### src/rtl/micro_sequencer.sv
// Micro-PC sequencer with retired-instruction counter.
// Optional illegal-opcode trap enabled by defining ILLEGAL_OP_TRAP_EN.
module micro_sequencer #(
    parameter int UPC_W = 4,
    parameter int CNT_W = 16
) (
    input  logic             clk,
    input  logic             reset_n,
    input  logic [1:0]       addr_ctl,
    input  logic             stall,
    input  logic [UPC_W-1:0] disp1,
    input  logic [UPC_W-1:0] disp2,
    output logic [UPC_W-1:0] upc,
    output logic [CNT_W-1:0] instr_cnt,
    output logic             trap
);

    typedef enum logic [1:0] {
        AC_FETCH = 2'b00,
        AC_DISP1 = 2'b01,
        AC_DISP2 = 2'b10,
        AC_INC   = 2'b11
    } addr_ctl_e;

    addr_ctl_e        ac;
    logic [UPC_W-1:0] upc_nxt;
    logic [CNT_W-1:0] cnt_nxt;

    assign ac = addr_ctl_e'(addr_ctl);

`ifdef ILLEGAL_OP_TRAP_EN
    typedef enum logic {
        ST_RUN     = 1'b0,
        ST_TRAPPED = 1'b1
    } state_e;

    state_e state, state_nxt;

    always_ff @(posedge clk or negedge reset_n) begin
        if (!reset_n) begin
            state <= ST_RUN;
        end else begin
            state <= state_nxt;
        end
    end

    assign trap = (state == ST_TRAPPED);
`else
    assign trap = 1'b0;
`endif

    always_comb begin
        upc_nxt = upc;
        cnt_nxt = instr_cnt;
`ifdef ILLEGAL_OP_TRAP_EN
        state_nxt = state;
`endif
        if (!stall) begin
            unique case (ac)
                AC_FETCH: begin
                    upc_nxt = '0;
                    // A fetch from upc 0 is the idle loop, not a retirement
                    if (upc != '0) begin
                        cnt_nxt = instr_cnt + CNT_W'(1);
                    end
                end
                AC_DISP1: upc_nxt = disp1;
                AC_DISP2: upc_nxt = disp2;
                AC_INC:   upc_nxt = upc + UPC_W'(1);
            endcase
`ifdef ILLEGAL_OP_TRAP_EN
            // Trap handling overrides the normal sequencing decision above
            if (state == ST_TRAPPED) begin
                upc_nxt = '1;
                cnt_nxt = instr_cnt;
            end else if (ac == AC_DISP1 && disp1 == '0) begin
                upc_nxt   = '1;
                cnt_nxt   = instr_cnt;
                state_nxt = ST_TRAPPED;
            end
`endif
        end
    end

    always_ff @(posedge clk or negedge reset_n) begin
        if (!reset_n) begin
            upc       <= '0;
            instr_cnt <= '0;
        end else begin
            upc       <= upc_nxt;
            instr_cnt <= cnt_nxt;
        end
    end

endmodule

### config.mk
export PLATFORM = sky130hd
export DESIGN_NAME = micro_sequencer
export DESIGN_NICKNAME = d
export VERILOG_FILES = /design/src/rtl/micro_sequencer.sv
export SDC_FILE = /design/constraint.sdc
export NUM_CORES = 1
export LEC_CHECK = 0
export ABC_AREA = 1
export CAP_MARGIN = 40
export CORE_AREA = 5 5 60 62
export DETAILED_ROUTE_END_ITERATION = 12
export DIE_AREA = 0 0 65 67
export GPL_ROUTABILITY_DRIVEN = 0
export PLACE_DENSITY = 0.74
export SKIP_LAST_GASP = 1
export SYNTH_ARGS = -nofsm -noshare
export SYNTH_HDL_FRONTEND = slang
export SYNTH_SLANG_ARGS = --single-unit
### constraint.sdc
create_clock -name clk -period 1.4 [get_ports clk]
set_input_delay 0.14 -clock clk [delete_from_list [all_inputs] [get_ports clk]]
set_output_delay 0.14 -clock clk [all_outputs]
set_load 0.01 [all_outputs]
-- Word level (Yosys, flattened, before mapping)
Index checks and enable logic that the tools add are counted.
- add/sub/neg operators: 2
- equality and inequality tests: 3
- muxes and demuxes: 1
- bitwise gates (word level): 1
- reduce and logical (&&, ||, !) cells: 3
- operators with widths (kind ; count):
    $add 16x1->16 const B ; 1
    $pmux 4 s4 ; 1
    $add 4x1->4 const B ; 1
    $eq 2x2->1 const B ; 2
    $reduce_bool 4->1 ; 1
    $reduce_and 3->1 ; 1
    $eq 2x1->1 const B ; 1
    $logic_not 2->1 ; 1
    $not 1->1 ; 1
- register bits: 20
- bits of input ports: 13
- output and inout port bits: 21
- logic and storage cells: 12

-- Logic depth before layout (Yosys ltp)
Gate-level depths: netlist of run 1.
- depth after elaboration: 2
- depth in mapped cells: 9
- mapped depth without buffers: 9

-- Worst setup path after synthesis of run 1
No wires, ideal clock.
- path kind: flip-flop to flip-flop
- start: reg upc[0]
- end: reg instr_cnt[7]
- setup time: 0.126 ns
- arrival: 1.262 ns
- required time: 1.274 ns
- path slack: 0.011 ns
- stages on the path, launching flop included: 9
- path buffers: 1
- period minus slack after synthesis: 1.389 ns
- cells stage by stage: dfrtp_1 > inv_1 > ha_1 > nand3_1 > nand2_4 > clkinv_2 > buf_6 > nand2_1 > o21ai_0
- cells in the longest elaborated chain, start to end: 2
- ends and longest elaborated chain (element ; RTL line ; source):
    start: declaration ; 13 ; output logic [UPC_W-1:0] upc,
    start signal: assignment ; 90 ; upc <= upc_nxt;
    $reduce_bool 4->1 ; 63 ; if (upc != '0) begin
    $reduce_and 3->1 (no line) ; -- ;
    end signal: assignment ; 91 ; instr_cnt <= cnt_nxt;
    end: declaration ; 14 ; output logic [CNT_W-1:0] instr_cnt,
Every way passes these cells.
A chain may end at the register's enable or synchronous reset.

-- Final worst setup path of run 1
- start: reg upc[0]
- end: reg upc[2]
- cells in the longest elaborated chain, start to end: 2
- ends and longest elaborated chain (element ; RTL line ; source):
    $add 4x1->4 ; 69 ; AC_INC: upc_nxt = upc + UPC_W'(1);
    $pmux 4 s4 ; 59 ; unique case (ac)
Every way passes these cells.

==> flow_summary.yaml, run 1 <==
final_layout:
  drive_gt1_share_pct: 27.7
  final_common_cell: "nand2_1"
  number_of_diodes: 0
  postLayoutCoreUtil_pct: 66.9
  area_growth_syn_to_layout_pct: 59.5
  fin_nets: 260
  layout.cells.most_common_list: "nand2_1, buf_4, clkdlybuf4s50_1"
  non_filler_instance_count_after_layout: 275
critical_path:
  timing.critical_path.arrival_ns: 1.60
  setup.worst_path.start_class: "flop"
  critPathTopFamily: "flip-flops"
  critical_path.max_fanout: 3
  critPathRequiredTime_ns: 1.59
  worstPathBufferInverterCount: 1
  crit_path_cell_trace: "buf_6, ha_2, or2_4, nand3_2, nand3_1, nand2_1, o21ai_0"
  timing.critical_path.slowest_stage_cell: "dfrtp_1"
  critPathKind: "flop to flop"
  setup.worst_path.end_class: "flop"
  max_stage_delay_ns: 0.44
clock_tree:
  cts.sinks: 20
  cts_made_buffers: 3
  worst_setup_hold_path_clk_slew_ns: 0.12
  cts_hold_repair.buffers: 0
  cts_buffer_depth: 2
  tritoncts_clock_tree: "yes"
  cts_htree_levels: 1
  insertion_delay_ns: 0.31
  clk_root_buffer_cell: "clkbuf_4"
power_and_ir_drop:
  power.share.combinational_pct: 45.5
  pwr-share-clk_pct: 15.0
  power_per_cell_area_nw_per_um2: 963
  static-leakage-power_uw: 0.00101
  net_switching_fraction_of_the_power_pct: 35.7
  power.switching_uw: 686
  cellInternalPower_uw: 1230
  seqPwrFrac_pct: 39.5
  ir_worst_vdd_v: 0.000408
synth:
  syn_inst: 172
  yosys_register_bits: 20
  number_of_distinct_standard_cells_referenced_by_the_synthesized_netlist: 23
  synthesized_area_per_cell_um2: 7.26
  yosysWarningCount: 0
  syn_area_um2: 1250
  synth-async-reset-ratio_pct: 100
  synth.yosys.seq_area_share_pct: 40.1
  synth_nets: 188
  synth_edf_count: 0
  primary_ff_master_synth: "dfrtp_1"
grt:
  vias_in_the_first_global_route: 1282
  antenna_found_initial: 0
  globalRouteTotalUtil_pct: 16.1
  grt_pass1_wl_um: 5500
  grt_max_degree: 21
  grt-ovfl-total: 0
timing:
  period_share_pct: 100
  unrepaired_setup_endpoints_after_global_routing: "yes"
  fin_ws_ns: -0.00135
  final-hold-violation-count: 0
  minimum_clock_period_after_layout_ns: 1.40
  skew_ns: 0.00191
  fmax_ghz: 0.714
  setup_failing_eps_final: 1
  maxSlewViolCount: 0
drt:
  drt_drc_violations_left: 0
  vias: 1334
  route.final.wire_length_um: 3510
  drt-wirelength-per-cell_um: 12.7
  drt-vias-per-instance: 4.85
  drt_pass1_iterations: 4
  drtAntennaViolNets: 0
  drt_iter0_markers: 80
placed_design:
  hpwl_detailed_um: 2370
  io_buffer_count: 32
  placed_cells_incl_taps: 248
  preCtsSetupSlack_ns: -0.0793
floorplanning:
  design.portCount: 34
  floorplan.die_area_um2: 4360
  die_height_um: 67
  core_region_area_um2: 2980
  core.rowCount: 20
  horiz_die_dim_um: 65
  floorplan.initialDensity_pct: 41.9
flow_run:
  drv_cap: 0
status:
  violations: "setup timing"
  status: "finished, violations left"
min_path:
  min-delay-path-class: "input pin to async pin"
## what timing repair did
item	in CTS	in global routing
gates cloned	0	0
pin swaps	1	8
buffers inserted	18	6
endpoints found under the setup margin	28	20
resized for setup	15	22
## cell families after synthesis
kind of cell             Yosys count  share of synthesized area (%)
other                              1                          0.300
adder cells (fa/ha/maj)            3                           3.01
XOR/XNOR                           7                           4.91
AND/OR/NAND/NOR                  108                           39.7
AO/OA/AOI/OAI                      9                           3.81
flip-flops                        20                           40.1
buffers and inverters             24                           8.22
## registers in the layout, indices dropped and copies added (netlist names)
name,count
instr_cnt,16
upc,4
## power by group through the flow
stage | clock (µW) | combinational (µW) | sequential (µW)
2_1_floorplan | 0 | 225 | 844
3_3_place_gp | 0 | 629 | 805
3_5_place_dp | 0 | 643 | 813
4_1_cts | 295 | 815 | 757
5_1_grt | 307 | 951 | 776
6_report | 289 | 872 | 758
## metrics by stage
step	power [µW]	hold slack, ns	setup TNS, ns	cell area (µm²)
after detailed placement	1460	0.502	-0.446	1700
after CTS	1870	0.172	-0.0658	1880
after global routing	2030	0.183	-0.285	1990
final	1920	0.166	-0.00135	1990
after floorplan	1070	-0.156	0	1250
after global placement	1430	0.500	-0.250	1700
## worst paths after layout
path / end / depth (start not counted) / slack (ns) / from
min in group clk: upc[3] / 5 / 0.53 / disp2[3]
max in group asynchronous: instr_cnt[7] / 2 / 1.00 / reset_n
worst min-delay path: instr_cnt[1] / 2 / 0.17 / reset_n
worst min register to register: instr_cnt[15] / 2 / 0.54 / instr_cnt[15]
worst max register to register: upc[2] / 7 / -0.001 / upc[0]
worst max-delay path: upc[2] / 7 / -0.001 / upc[0]
## layout make-up
cell class	count	area [µm²]
well taps	33	41.3
clock buffers	3	22.5
multi-input cells	128	711
repair buffers	69	628
fillers	244	986
inverters	22	83.8
flip-flops and latches	20	505
## synthesized netlist by cell type (3+ instances only)
library cell | number | area (µm²)
nand3_1 | 23 | 115
nand4_1 | 6 | 37.5
xor2_1 | 6 | 52.6
dfrtp_1 | 20 | 500
inv_1 | 20 | 75.1
nand2_1 | 56 | 210
nor2_1 | 16 | 60.1
ha_1 | 3 | 37.5
o21ai_0 | 8 | 40.0
## metal layers
| layer | track usage [%] | part of all wire, % |
|---|---|---|
| met1 | 20.4 | 44 |
| met2 | 28.4 | 50 |
| met3 | 2.02 | 4.4 |
| met4 | 4.75 | 0.77 |
| met5 | 0 | 0 |
Note: power is estimated with default switching activity, not from simulation.
==> run 2, diff against run 1 <==
- CELL_PAD_IN_SITES_DETAIL_PLACEMENT: default -> 0
- CELL_PAD_IN_SITES_GLOBAL_PLACEMENT: default -> 1
- CORE_AREA: 5 5 60 62 -> 5 5 71 73
- DIE_AREA: 0 0 65 67 -> 0 0 76 78
- MAX_ROUTING_LAYER: default -> met4
- PLACE_DENSITY: 0.74 -> default
- PLACE_DENSITY_LB_ADDON: default -> 0.1
- SLEW_MARGIN: default -> 20
==> run 2 against run 1 <==
Clock power increased by 110%. Wire length increased by 0.86%. Combinational power decreased by 5.3%. Largest cell class unchanged. The flow now finishes without violations. Clock skew increased by 0.013 ns. Sequential power increased by 1%. Critical path depth decreased by 6. Via count decreased by 1.1%. Hold slack improved by 0.035 ns. Final cell count increased by 6.2%. Setup slack improved by 0.048 ns.
==> flow_summary.yaml, run 2 (same netlist as run 1, synthesis figures left out) <==
final_layout:
  fin_nets: 257
  area_growth_syn_to_layout_pct: 63.1
  max_flop_register: "instr_cnt"
  largest_register_ffs: 16
  drive_gt1_share_pct: 25.0
  leading_registers_by_flop_count: "instr_cnt x16, upc x4"
  final_common_cell: "nand2_1"
  layout.cells.most_common_list: "nand2_1, buf_4, inv_1, clkdlybuf4s50_1, nand3_1"
  postLayoutCoreUtil_pct: 47.4
  number_of_diodes: 0
grt:
  grt_pass1_wl_um: 5980
  grt-ovfl-total: 0
  antenna_found_initial: 0
  vias_in_the_first_global_route: 1304
  globalRouteTotalUtil_pct: 12.6
  grt_max_degree: 21
power_and_ir_drop:
  ir_worst_vdd_v: 0.000683
  static-leakage-power_uw: 0.00104
  power_per_cell_area_nw_per_um2: 1080
clock_tree:
  cts_hold_repair.buffers: 0
  cts.sinks: 20
  tritoncts_clock_tree: "yes"
  insertion_delay_ns: 0.27
  cts_made_buffers: 3
  worst_setup_hold_path_clk_slew_ns: 0.09
  cts_buffer_depth: 2
  clk_root_buffer_cell: "clkbuf_8"
  cts_htree_levels: 1
drt:
  drt-wirelength-per-cell_um: 12.1
  route.final.wire_length_um: 3540
  drtAntennaViolNets: 0
  drt-vias-per-instance: 4.52
  vias: 1319
  drt_iter0_markers: 21
  drt_pass1_iterations: 3
  drt_drc_violations_left: 0
timing:
  skew_ns: 0.0152
  period_share_pct: 96.7
  setup-tns-final_ns: 0
  unrepaired_setup_endpoints_after_global_routing: "yes"
  setup_failing_eps_final: 0
  final-hold-violation-count: 0
  timing.hold.ws_ns: 0.201
  minimum_clock_period_after_layout_ns: 1.35
  maxSlewViolCount: 0
  fmax_ghz: 0.739
critical_path:
  critPathKind: "flop to primary output"
  r2r.worst_path.cells: 9
  setup.worst_path.start_class: "flop"
  critPathTopFamily: "buffers and inverters"
  worstPathBufferInverterCount: 1
  critPathRequiredTime_ns: 1.26
  timing.critical_path.arrival_ns: 1.21
  timing.critical_path.slowest_stage_cell: "clkdlybuf4s50_1"
  critical_path.max_fanout: 2
  timing.rr.end: "instr_cnt[8]"
  max_stage_delay_ns: 0.55
  worst_r2r_src: "upc[0]"
  setup.worst_path.end_class: "primary output"
  crit_path_cell_trace: "clkdlybuf4s50_1"
  r2r_slack_ns: 0.07
floorplanning:
  floorplan.die_area_um2: 5930
  die_height_um: 78
  design.portCount: 34
  core_region_area_um2: 4290
  core.rowCount: 24
  floorplan.initialDensity_pct: 29.1
  horiz_die_dim_um: 76
flow_run:
  drv_cap: 0
min_path:
  min-delay-path-class: "input pin to async pin"
status:
  status: "completed"
placed_design:
  hpwl_detailed_um: 2660
  io_buffer_count: 32
-- run 2: cell count changes in the layout (fill, tap and decap cells not counted), moves of 2 or more --
cell and change:
dfrtp_1 +2, clkbuf_8 +3, clkbuf_4 -3, dfrtp_2 -2, nor2_2 -2, buf_6 +3, nor2_4 +2, buf_4 -6
-- run 2: final cells by class --
| cell class | count | area (µm²) |
|---|---|---|
| clock buffer | 3 | 41.3 |
| clock inverter | 1 | 30.0 |
| fill | 433 | 2260 |
| inverter | 22 | 83.8 |
| multi-input combinational | 128 | 698 |
| sequential | 20 | 503 |
| tap | 52 | 65.1 |
| timing repair buffer | 66 | 616 |
-- run 2: worst max-delay path by stage --
| stage | startpoint | endpoint | slack [ns] | depth (start not counted) |
|---|---|---|---|---|
| detailed placement | addr_ctl[1] | instr_cnt[8] | -0.07 | 7 |
| floorplan | upc[0] | instr_cnt[7] | 0.01 | 8 |
| global placement | addr_ctl[1] | instr_cnt[8] | -0.07 | 7 |
| global route | upc[0] | instr_cnt[8] | -0.03 | 9 |
| finish | instr_cnt[13] | instr_cnt[13] | 0.05 | 1 |
| CTS | instr_cnt[14] | instr_cnt[14] | 0.004 | 1 |
-- run 2: layer usage --
layer  wire length [µm]  share of wire, %  up-vias  GRT usage, %
met5                  0                 0        -             -
met4                 70               2.0        0          4.80
met3                120               3.4        9          3.13
met2               1650                47       20          20.8
met1               1690                48      609          14.6
li1                   -                 -      681             -
-- run 2: metrics by stage --
| step | total power, µW | cells | worst slack, ns | area, µm² |
|---|---|---|---|---|
| after CTS | 2110 | 286 | 0.00356 | 1920 |
| after global routing | 2340 | 292 | -0.0344 | 2040 |
| after global placement | 1490 | 270 | -0.0714 | 1750 |
| after floorplan | 1070 | 172 | 0.0112 | 1250 |
| after detailed placement | 1490 | 270 | -0.0699 | 1750 |
| final | 2190 | 292 | 0.0463 | 2040 |
-- run 2: power breakdown --
group | internal [µW] | switching, µW | total, µW
Sequential | 677 | 88.9 | 766
Combinational | 441 | 385 | 826
Clock | 382 | 220 | 603
-- run 2: repair_timing --
action                     CTS  global route
resized for setup           11            24
gates cloned                 0             0
setup buffers               12             6
pin swaps                    1             3
setup endpoints to repair   24            16
